==> src/rtl/hazard_ctrl.sv <==
// hazard_ctrl: pipeline hazard controller beside the decode stage.
// Detects load-use hazards between ID and a load in EX (stall + bubble),
// and flushes IF/ID on taken branches / jumps. Stall and flush responses
// are combinational (same cycle); multi-cycle stalls/flushes are tracked by
// a small RUN/STALL/FLUSH state machine with a 2-bit remaining-cycle count.
// Optional macro HAZARD_STATS_EN adds saturating stall/flush event counters
// (ports stallCount, flushCount).
module hazard_ctrl #(
    parameter int LOAD_STALL   = 1,
    parameter int FLUSH_CYCLES = 1
) (
    input  logic        clk,
    input  logic        rst_n,
    input  logic [4:0]  idRs,
    input  logic [4:0]  idRt,
    input  logic        idUsesRt,
    input  logic [4:0]  exRt,
    input  logic        exMemRead,
    input  logic        branchTaken,
    input  logic        jump,
    output logic        stallPc,
    output logic        stallIfId,
    output logic        bubbleIdEx,
    output logic        flushIfId,
`ifdef HAZARD_STATS_EN
    output logic [15:0] stallCount,
    output logic [15:0] flushCount,
`endif
    output logic        busy
);

    // Elaboration-time legality check of the cycle-count parameters.
    if (LOAD_STALL < 1 || LOAD_STALL > 4) begin : g_bad_load_stall
        $error("hazard_ctrl: LOAD_STALL=%0d outside 1..4", LOAD_STALL);
    end
    if (FLUSH_CYCLES < 1 || FLUSH_CYCLES > 4) begin : g_bad_flush_cycles
        $error("hazard_ctrl: FLUSH_CYCLES=%0d outside 1..4", FLUSH_CYCLES);
    end

    typedef enum logic [1:0] {
        RUN   = 2'd0,
        STALL = 2'd1,
        FLUSH = 2'd2
    } state_t;

    // Counter reload values: the first stall/flush cycle is spent in RUN,
    // so the remaining-cycle count starts at N-2.
    localparam logic [1:0] STALL_RELOAD = (LOAD_STALL   > 1) ? 2'(LOAD_STALL - 2)   : 2'd0;
    localparam logic [1:0] FLUSH_RELOAD = (FLUSH_CYCLES > 1) ? 2'(FLUSH_CYCLES - 2) : 2'd0;
    localparam bit         MULTI_STALL  = (LOAD_STALL   > 1);
    localparam bit         MULTI_FLUSH  = (FLUSH_CYCLES > 1);

    state_t     r_state;
    logic [1:0] r_cnt;
    state_t     w_state_nxt;
    logic [1:0] w_cnt_nxt;
    logic       w_hz;
    logic       w_br;

    // Load-use hazard and control-flow change; $0 never creates a hazard.
    assign w_hz = exMemRead && (exRt != 5'd0) &&
                  ((exRt == idRs) || (idUsesRt && (exRt == idRt)));
    assign w_br = branchTaken || jump;

    // State register with synchronous active-low reset.
    always_ff @(posedge clk) begin
        // NOTE: sequential state uses non-blocking assignments so every
        // register samples pre-edge values regardless of block ordering.
        if (!rst_n) begin
            r_state <= RUN;
            r_cnt   <= 2'd0;
        end else begin
            r_state <= w_state_nxt;
            r_cnt   <= w_cnt_nxt;
        end
    end

    // Next-state and counter logic; a branch always wins over a hazard.
    always_comb begin
        // NOTE: defaults first so no path leaves a signal unassigned
        // (otherwise a latch is inferred).
        w_state_nxt = r_state;
        w_cnt_nxt   = r_cnt;
        unique case (r_state)
            RUN: begin
                if (w_br) begin
                    if (MULTI_FLUSH) begin
                        w_state_nxt = FLUSH;
                        w_cnt_nxt   = FLUSH_RELOAD;
                    end
                end else if (w_hz) begin
                    if (MULTI_STALL) begin
                        w_state_nxt = STALL;
                        w_cnt_nxt   = STALL_RELOAD;
                    end
                end
            end
            STALL, FLUSH: begin
                if (w_br) begin
                    // A branch aborts a stall, or restarts an ongoing flush.
                    if (MULTI_FLUSH) begin
                        w_state_nxt = FLUSH;
                        w_cnt_nxt   = FLUSH_RELOAD;
                    end else begin
                        w_state_nxt = RUN;
                        w_cnt_nxt   = 2'd0;
                    end
                end else if (r_cnt == 2'd0) begin
                    w_state_nxt = RUN;
                end else begin
                    w_cnt_nxt = r_cnt - 2'd1;
                end
            end
            default: begin
                w_state_nxt = RUN;
                w_cnt_nxt   = 2'd0;
            end
        endcase
    end

    // Output decode; everything is forced low while reset is asserted.
    always_comb begin
        stallPc    = 1'b0;
        stallIfId  = 1'b0;
        bubbleIdEx = 1'b0;
        flushIfId  = 1'b0;
        busy       = 1'b0;
        if (rst_n) begin
            unique case (r_state)
                RUN: begin
                    if (w_br) begin
                        flushIfId = 1'b1;
                    end else if (w_hz) begin
                        stallPc    = 1'b1;
                        stallIfId  = 1'b1;
                        bubbleIdEx = 1'b1;
                    end
                end
                STALL: begin
                    busy = 1'b1;
                    if (w_br) begin
                        flushIfId = 1'b1;
                    end else begin
                        stallPc    = 1'b1;
                        stallIfId  = 1'b1;
                        bubbleIdEx = 1'b1;
                    end
                end
                FLUSH: begin
                    busy      = 1'b1;
                    flushIfId = 1'b1;
                end
                default: begin
                    busy = 1'b0;
                end
            endcase
        end
    end

`ifdef HAZARD_STATS_EN
    logic [15:0] r_stall_count;
    logic [15:0] r_flush_count;

    // Saturating event counters, cleared by reset.
    always_ff @(posedge clk) begin
        if (!rst_n) begin
            r_stall_count <= 16'd0;
            r_flush_count <= 16'd0;
        end else begin
            if (stallPc && (r_stall_count != 16'hFFFF)) begin
                r_stall_count <= r_stall_count + 16'd1;
            end
            if (flushIfId && (r_flush_count != 16'hFFFF)) begin
                r_flush_count <= r_flush_count + 16'd1;
            end
        end
    end

    assign stallCount = r_stall_count;
    assign flushCount = r_flush_count;
`else
    // Statistics counters are not built in this configuration.
`endif

endmodule

==> config.mk <==
export PLATFORM = sky130hd
export DESIGN_NAME = hazard_ctrl
export DESIGN_NICKNAME = d
export VERILOG_FILES = /design/src/rtl/hazard_ctrl.sv
export SDC_FILE = /design/constraint.sdc
export NUM_CORES = 1
export LEC_CHECK = 0
export ABC_AREA = 1
export CAP_MARGIN = 20
export CORE_AREA = 2 2 39 41
export DETAILED_ROUTE_END_ITERATION = 7
export DIE_AREA = 0 0 41 43
export GPL_ROUTABILITY_DRIVEN = 0
export RECOVER_POWER = 50
export SYNTH_ARGS = -nofsm -noshare
export SYNTH_HDL_FRONTEND = slang
export SYNTH_SLANG_ARGS = --single-unit
export TNS_END_PERCENT = 1
==> constraint.sdc <==
create_clock -name clk -period 1 [get_ports clk]
set_clock_uncertainty 0.05 [all_clocks]
set_input_delay 0.2 -clock clk [delete_from_list [all_inputs] [get_ports clk]]
set_output_delay 0.2 -clock clk [all_outputs]
set_load 0.01 [all_outputs]
==> impl_metrics.toml <==
[pwr]
combPwrFrac_pct = 100.0
p_sw_share_pct = 45.15
power.net_switching_w = 0.00008667
power.total_w = 0.0001920
vdd_drop_max_mv = 0.1315
power_density_mw_per_mm2 = 354.3
power.leakage_nw = 0.3190
clkPwrFrac_pct = 0
seqPwrFrac_pct = 0
p_int_w = 0.0001053

[routing]
viasPerCell = 3.969
dr.pass1.iters = 4
via_count = 385
dr_wl_met2_um = 384
wl_um = 760
drt-initial-drc-count = 1
met1Wirelength_um = 333
ant_nets = 0
wl_met3_um = 43
routedWlPerCell_um = 7.835
top_layer = "met3"
drc = 0

[critical_path]
cp.depth = 8
cp_data_arrival_time_ps = 950
worst-path-max-fanout = 4
critical_path_class = "in2out"
setup.worst_path.end_class = "output port"
critPathLaunchType = "input pin"
slowest_delay_ps = 160
crit_family = "buffers and inverters"
slowest_stage = "a21oi_2"
crit_chain = "buf_12, clkinv_8, nand2_4, nand2_2, nor2_2, nand3_1, a21oi_2, buf_2"
worst-path-buf-inv = 3
worstPathRequired_ps = 750

[min_path]
hold_end = "stallIfId"
hold_path_depth = 5
hold_class = "in2out"
hold_start = "exRt[2]"

[timing]
hold_viol_final = 0
fmax_mhz = 836.2
hold_slack_ps = 764.5
setup_slack_ps = -195.8
finalSetupViolCount = 3
period_share_pct = 119.6
period_needed_ps = 1196
rsz0062_at_grt = "true"
slew_viol_final = 0

[floorplan]
die_y_um = 43
fp.dieW_um = 41
die_area_mm2 = 0.001763
ios = 26
rows = 14
core_mm2 = 0.001384
initial_utilization_pct = 18.63

[yosys]
synth_top_family_by_area = "simple AND/OR/NAND/NOR gates"
syn_inst = 59
syn-cell-area_um2 = 257.7
muxShareOfSynthArea_pct = 0
synth_nets = 80
avgSynthCellArea_um2 = 4.369
synth_compound_area_share_pct = 3.398
yosysUniqueCellTypes = 12
synth_fa_ha_area_share_pct = 0
yosysSeqAreaShare_pct = 0
yosys.area_share.simple_pct = 62.62
synth_xor_area_share_pct = 3.398
yosysWarnings = 0

[final_layout]
finalInstanceArea_um2 = 541.8
n_sequential_cell = 0
drive_gt1_share_pct = 53.09
syn_to_final_growth_pct = 110.2
nClkBuffers = 0
regArea_um2 = 0
final_core_utilization_pct = 39.15
finalNonFillerCells = 97
antenna_cells = 0
nets = 104

[placed_design]
dp_hpwl_um = 631.5
dp.cells = 97
port_buffers = 24
dpl-instance-area_um2 = 523.0

[clocking]
post_cts_buffers = 0
cts_hold_buffers = 0

[global_routing]
grt_antenna_before_repair = 0
grt_pass1_wl_um = 1179
grt_max_degree = 5
overflow = 0
grt_pass1_vias = 324
grtUsageTotal_pct = 8.791

[flow_run]
drv_cap = 0

[run_status]
violations = "setup timing"
status = "finished with violations"
[synth_stat cells, drive strengths merged]
cell type  count  share of area [%]
nand3          2                3.9
a21oi          1                3.4
buf            3                8.7
inv           14                 20
conb           1                1.5
nor2           9                 14
xnor2          1                3.4
nand4          2                4.9
nand2         26                 40
[worst min-delay path, delay by kind of cell]
| kind | cells | cell delay, ps |
|---|---|---|
| AO/OA/AOI/OAI | 1 | 60 |
| XOR/XNOR | 1 | 70 |
| buffers and inverters | 2 | 210 |
| AND/OR/NAND/NOR | 1 | 80 |
[timing repair]
action                     CTS  global route
gates resized for setup    101            12
setup endpoints to repair    4             3
pin swaps                   25            10
[area by class of cell]
cell class	count	area (um2)
Fill cell	165	842.1
Inverter	14	75.07
Multi-Input combinational cell	42	222.7
Tap cell	16	20.02
Timing Repair Buffer	25	224.0
[cells in the final DEF (no fill, tap or decap), drive strengths merged]
cell and count:
nand4 2, clkdlybuf4s15 2, xnor2 1, buf 20, conb 1, a21oi 1, clkinv 1, inv 13
nor2 9, dlygate4sd2 3, nand3 2, nand2 26
[logic make-up (layout without fill, tap and decap cells)]
kind of cell | after synthesis | count (layout)
compound gates | 1 | 1
xor+xnor | 1 | 1
buf+inv | 17 | 39
other cells | 1 | 1
simple gates | 39 | 39
[power by group through the flow]
stage	Combinational (W)	Clock (W)	Sequential (W)
floorplan	0.0000723	0	0
global placement	0.000181	0	0
detailed placement	0.000181	0	0
CTS	0.000174	0	0
global route	0.000213	0	0
finish	0.000192	0	0
[worst max-delay path by stage]
stage               slack (ps)  startpoint          to
floorplan                 -100     idRs[1]   stallIfId
finish                    -200     exRt[1]  bubbleIdEx
CTS                       -190     exRt[1]  bubbleIdEx
global route              -250     exRt[1]  bubbleIdEx
detailed placement       -1190     exRt[1]  bubbleIdEx
global placement         -1170     exRt[1]     stallPc
[metrics by stage]
step	setup TNS, ps	setup slack (ps)
floorplan	-205.2	-102.6
global placement	-4094	-1166
detailed placement	-4149	-1186
CTS	-565.6	-190.2
global route	-751.1	-251.8
finish	-583.3	-195.8
[routing by layer]
layer / GRT usage, % / vias up
li1: - / 209
met1: 13.92 / 163
met2: 13.75 / 13
met3: 0 / 0
met4: 0 / 0
met5: 0 / -
(Power assumes the default switching activity.)
